`src/rtl/alu_unit.sv`:
```
// Registered integer ALU for the execute stage: one operation per cycle,
// result and flags appear one clock after the operands are sampled.
module alu_unit #(
  parameter int WIDTH = 32
) (
  input  logic             clk,
  input  logic             rst_n,
  input  logic             in_valid,
  input  logic [WIDTH-1:0] op1,
  input  logic [WIDTH-1:0] op2,
  input  logic [2:0]       operator,
  output logic [WIDTH-1:0] result,
  output logic             isZero,
  output logic             overflow,
  output logic             out_valid
);

  localparam int               MSB  = WIDTH - 1;
  localparam logic [WIDTH-1:0] ZERO = {WIDTH{1'b0}};
  localparam logic [WIDTH-1:0] ONE  = {{(WIDTH-1){1'b0}}, 1'b1};

  function automatic logic is_zero(input logic [WIDTH-1:0] value);
    return (value == ZERO);
  endfunction

  logic [WIDTH-1:0] sum_s;
  logic [WIDTH-1:0] diff_s;
  logic [WIDTH-1:0] result_s;
  logic             ovf_add_s;
  logic             ovf_sub_s;
  logic             lt_signed_s;
  logic             lt_unsigned_s;
  logic             ovf_s;

  assign sum_s         = op1 + op2;
  assign diff_s        = op1 + ~op2 + ONE;
  assign ovf_add_s     = (op1[MSB] == op2[MSB]) && (sum_s[MSB] != op1[MSB]);
  assign ovf_sub_s     = (op1[MSB] != op2[MSB]) && (diff_s[MSB] != op1[MSB]);
  // Differing signs decide SLT directly; with equal signs the difference cannot overflow.
  assign lt_signed_s   = (op1[MSB] != op2[MSB]) ? op1[MSB] : diff_s[MSB];
  assign lt_unsigned_s = (op1 < op2);

  // Operator decode: next result and overflow flag.
  always_comb begin
    result_s = ZERO;
    ovf_s    = 1'b0;
    case (operator)
      3'b000: result_s = op1 & op2;
      3'b001: result_s = op1 | op2;
      3'b010: begin
        result_s = sum_s;
        ovf_s    = ovf_add_s;
      end
      3'b011: result_s = op1 ^ op2;
      3'b100: result_s = ~(op1 | op2);
      3'b101: result_s = {{(WIDTH-1){1'b0}}, lt_unsigned_s};
      3'b110: begin
        result_s = diff_s;
        ovf_s    = ovf_sub_s;
      end
      3'b111: result_s = {{(WIDTH-1){1'b0}}, lt_signed_s};
      default: begin
        result_s = ZERO;
        ovf_s    = 1'b0;
      end
    endcase
  end

  // Output registers; flags follow the registered result, held while idle.
  always_ff @(posedge clk) begin
    if (!rst_n) begin
      result    <= ZERO;
      isZero    <= 1'b1;
      overflow  <= 1'b0;
      out_valid <= 1'b0;
    end else if (in_valid) begin
      result    <= result_s;
      isZero    <= is_zero(result_s);
      overflow  <= ovf_s;
      out_valid <= 1'b1;
    end else begin
      result    <= result;
      isZero    <= isZero;
      overflow  <= overflow;
      out_valid <= 1'b0;
    end
  end

endmodule

```
`config.mk`:
```
export PLATFORM = sky130hd
export DESIGN_NAME = alu_unit
export DESIGN_NICKNAME = d
export VERILOG_FILES = /design/src/rtl/alu_unit.sv
export SDC_FILE = /design/constraint.sdc
export NUM_CORES = 1
export LEC_CHECK = 0
export ABC_AREA = 1
export BUFFER_PORTS_ARGS = -buffer_cell sky130_fd_sc_hd__clkbuf_2
export CAP_MARGIN = 40
export CORE_ASPECT_RATIO = 1.25
export CORE_UTILIZATION = 30
export DETAILED_ROUTE_END_ITERATION = 10
export GPL_TIMING_DRIVEN = 0
export SETUP_SLACK_MARGIN = 0.2
export SLEW_MARGIN = 20
export SYNTH_ARGS = -nofsm -noshare
export SYNTH_HDL_FRONTEND = slang
export SYNTH_SLANG_ARGS = --single-unit
```
`constraint.sdc`:
```
create_clock -name clk -period 4.1 [get_ports clk]
set_clock_uncertainty 0.1 [all_clocks]
set_input_delay 0.41 -clock clk [delete_from_list [all_inputs] [get_ports clk]]
set_output_delay 0.41 -clock clk [all_outputs]
set_load 0.02 [all_outputs]
```
Yosys cells after proc, flatten, opt, wreduce, memory -nomap -nowiden
Cells that the tools add are included.
{"block": "totals", "wordCells": 32, "ff_bits": 35, "input_bits": 70}
{"block": "classes", "n_addsub": 3, "magnitude_cmp": 1, "eq_ne": 11, "mux": 4, "bitwise_logic": 5, "reduce_logical": 4}
{"op": "$pmux 32 s8", "n": 1}
{"op": "$add 32x32->32", "n": 2}
{"op": "$not 32->32", "n": 2}
{"op": "$add 32x1->32 const B", "n": 1}
{"op": "$and 32x32->32", "n": 1}
{"op": "$logic_not 32->1", "n": 1}
{"op": "$lt 32x32->1", "n": 1}
{"op": "$or 32x32->32", "n": 1}
{"op": "$xor 32x32->32", "n": 1}
{"op": "$eq 3x3->1 const B", "n": 4}
{"op": "$eq 3x2->1 const B", "n": 2}
{"op": "$eq 3x1->1 const B", "n": 1}
{"op": "$logic_not 3->1", "n": 1}
{"op": "$ne 1x1->1", "n": 3}
{"op": "$logic_and 1x1->1", "n": 2}
{"op": "$mux 1", "n": 2}
{"op": "$pmux 1 s2", "n": 1}
{"op": "$eq 1x1->1", "n": 1}

Logic depth before layout (Yosys ltp)
{"block": "depth", "depth_word": 6, "ltp_mapped": 25, "depth_no_buf": 24}

Worst setup path after synthesis
Ideal clock, no wire load.
{"block": "synth_timing", "path_type": "input to register", "from": "input port op1[21]", "to": "register isZero", "arrival_time_ps": 2890, "path_stages": 19, "slack_ps": 1051, "path_buffers": 1, "setup_time_ps": 58, "cell_sequence": "inv_1 > ha_1 > buf_6 > nor2_1 > nand2_1 > nor3_1 > and2_1 > nand2_1 > nand2_1 > a21oi_1 > o21ai_0 > fa_1 > a211oi_1 > nand3_1 > o21ai_0 > nand3_1 > nor2_1 > nand3_1 > nand2_1"}
{"block": "synth_via", "elab_chain_cells": 5, "elab_cells_between_ends": 11, "cone_classes": "add/sub: 3; order compare: 1; mux: 2; bitwise: 4; reduce/logical: 1"}
{"item": "start, declared", "line": "9", "text": "input logic [WIDTH-1:0] op1,"}
{"item": "$add 32x32->32", "line": "36", "text": "assign diff_s = op1 + ~op2 + ONE;"}
{"item": "$add 32x1->32", "line": "36"}
{"item": "$mux 1", "line": "40", "text": "assign lt_signed_s = (op1[MSB] != op2[MSB]) ? op1[MSB] : diff_s[MSB];"}
{"item": "$pmux 32 s8 (*)", "line": "47", "text": "case (operator)"}
{"item": "$logic_not 32->1 (*)", "line": "23", "text": "return (value == ZERO);"}
{"item": "end signal, assigned", "line": "78", "text": "isZero <= is_zero(result_s);"}
{"item": "end signal, assigned", "line": "83", "text": "isZero <= isZero;"}
{"item": "end, declared", "line": "13", "text": "output logic isZero,"}
Mark *: on every way between the ends. The rest lies on a longest branch, timed or not.
A chain may end at the register's enable or synchronous reset.

Final worst setup path
{"block": "layout_timing", "from": "input port op1[16]", "to": "register isZero"}
Same word-level chain as after synthesis.

==> run metrics <==
Synth Area per Inst=roughly 5.3 um^2; CTS root buf=clkbuf_16; die height=185.7 um; antenna-violating nets left=0; Async S/R FF share, synth=0; Clock Sinks=35; Placed Cells=1,965; RSZ-0062 raised after global routing=false; worst hold path cell count=3; worst hold margin=about 0.31 ns; CTS Buffer Depth=2; Post-Layout Cell Count=1,973; Top-Level Pins=about 110; Remaining Overflow, GRT=0; final hold violations=0; crit-path max FO=8; f_max=approximately 0.28 GHz; max_cap viols=0; IO buf count=between 100 and 150; DRC errors left=0; Post-Route Setup TNS=0 ns; main area contributors after synthesis=nand2_1 21%, ha_1 16%, inv_1 13%; Initial Util=0.3085; largest net degree at the start of global routing=12; DR pass1 iterations=5; Die ar.=approximately 28,000 um^2; PwrDens=around 210 nW/um^2; core area=between 20,000 and 30,000 um^2; clock latency on the worst-skew pair=~0.28 ns; fillers=3,133; GRT Util Overall=0.2429; unique cell type count in the Yosys netlist=38; final wirelength=around 34 mm; WL/cell=17.23 um; initial antenna violation count=0; commonest non-fill, non-tap cell in the layout=nand2_1; fin crit share=0.8865; top cell type's share of synthesized area=0.2127; ANT cells=0; final setup violating endpoints=0; CTS tree=built; sequential area share after synthesis=0.08650; cts bufs inserted=5; Final Power=1.963 mW; CP endpoint kind=register; final net count=about 1,800; htree depth=2; Worst Path Required=between 4 and 5 ns; vias in the first global route=9,309; Final Max Tran Viols=0; Worst Hold Class=input pin to register; fin util=0.3513; synthesized net count=about 1,700; Max-slew headroom=0.4766; LEAKAGE=5.354 nW; leading area contributor after synthesis=nand2_1; r2r setup slk=about 3.3 ns; Clk pin slew, worst setup/hold paths=about 0.060 ns; first-pass GRT wire length=about 51 mm; crit start category=input pin; Rows=66; predominant post-synthesis flop cell=dfxtp_1; share of layout cells above drive strength 1=0.1133; R2R cell count=2; vias per cell=4.978; EDFF count, synth=0; fin crit period=about 3.6 ns; status=finished clean; Die W=about 150 um; FF+latch count, synth=35; Synth-to-Final Area Change=13.90%; Mapped Area=8100 um^2; critical path arrival=around 3.8 ns; DPL Wire Length=~29 mm; cell count after synthesis=1,523; Setup Fix Bufs, Post-CTS=0; Worst Tran Pin Value=0.7850 ns; Ys Warns=0; initial detailed-routing violation count=about 640; global placement routability congestion=approximately 0.97; Max VDD drop=around 190 uV; vias=between 9,000 and 10,000; CP Class=input pin to register; commonest cells after routing, fill and taps aside=459 x nand2_1, 277 x inv_1, 164 x nor2_1
-- synthesized netlist by cell type (4+ instances only) --
cell,count
a21oi_1,77
nand2_1,459
a211oi_1,15
nor3_1,13
o21bai_1,12
ha_1,101
o21ai_1,4
nand3_1,158
o21ai_0,72
buf_6,8
buf_2,19
buf_4,16
clkbuf_1,11
nor2_1,167
a221oi_1,9
or2_2,6
inv_2,4
nor2_2,12
inv_1,277
dfxtp_1,35
nand4_1,24
-- cell type report --
| class | instances | area, um^2 | share of cell area |
|---|---|---|---|
| buffer | 55 | 350.3 | 0.03797 |
| multi-input combinational | 1151 | 6007 | 0.6511 |
| timing repair buffer | 102 | 510.5 | 0.05533 |
| inverter | 282 | 1059 | 0.1147 |
| clock inverter | 2 | 35.03 | 0.003797 |
| sequential | 35 | 700.7 | 0.07594 |
| tap | 340 | 425.4 | 0.04611 |
| clock buffer | 6 | 138.9 | 0.01505 |
-- logic make-up (layout without fill, tap and decap cells) --
group                      count (synthesis)  count (layout)  synth area share
AOI/OAI and AO/OA                        195             195            0.1350
xor gates and xnor gates                   1               1          0.001081
adders and majority gates                104             104            0.1634
buffers and inverters                    337             447            0.1739
DFF                                       35              35           0.08650
muxes                                      1               1          0.001236
and+or+nand+nor                          850             850            0.4388
-- sequential cells by signal (all words and copies together) (netlist names) --
register,count
out_valid,1
result,32
isZero,1
overflow,1
-- layer usage --
layer / vias up / track usage / wire (um)
li1: 4984 / - / -
met1: 4460 / 0.2742 / 13660
met2: 298 / 0.4411 / 16590
met3: 80 / 0.01789 / 1428
met4: 0 / 0.1502 / 2315
met5: - / 0 / 0
-- worst paths after layout --
| check | endpoint | startpoint |
|---|---|---|
| min reg2reg | overflow | overflow |
| max | isZero | op1[16] |
| min | out_valid | rst_n |
| max reg2reg | result[5] | result[5] |
-- through the flow --
stage	instance area, um^2	setup WS, ns
2_1_floorplan	8100	1.051
3_3_place_gp	9036	0.1260
3_5_place_dp	9036	0.1248
4_1_cts	9210	0.3967
5_1_grt	9226	0.2020
6_report	9226	0.4653
-- where the power goes --
group | switching, mW | internal [mW] | total (mW)
clock network | 0.146 | 0.302 | 0.448
logic | 0.785 | 0.348 | 1.13
registers | 0.0137 | 0.368 | 0.381
-- worst max-delay path, stage by stage --
cell and delay [ns]:
clkbuf_2 0.10, inv_1 0.04, ha_1 0.28, buf_6 0.13
inv_1 0.08, a21oi_1 0.38, nand2_1 0.18, nand2_1 0.09
nand2_1 0.07, a21oi_1 0.18, nand2_1 0.09, a21oi_1 0.12
o21ai_0 0.12, fa_1 0.49, a211oi_1 0.26, nand3_1 0.11
o21ai_0 0.15, nand3_1 0.11, nor2_1 0.16, nand3_1 0.11
nand2_1 0.07
-- repair_timing --
item	CTS	global route
hold buffers	0	0
hold endpoints to repair	0	0
gates resized for setup	0	5
setup endpoints to repair	0	1
Power figures use the tool's default switching activity.
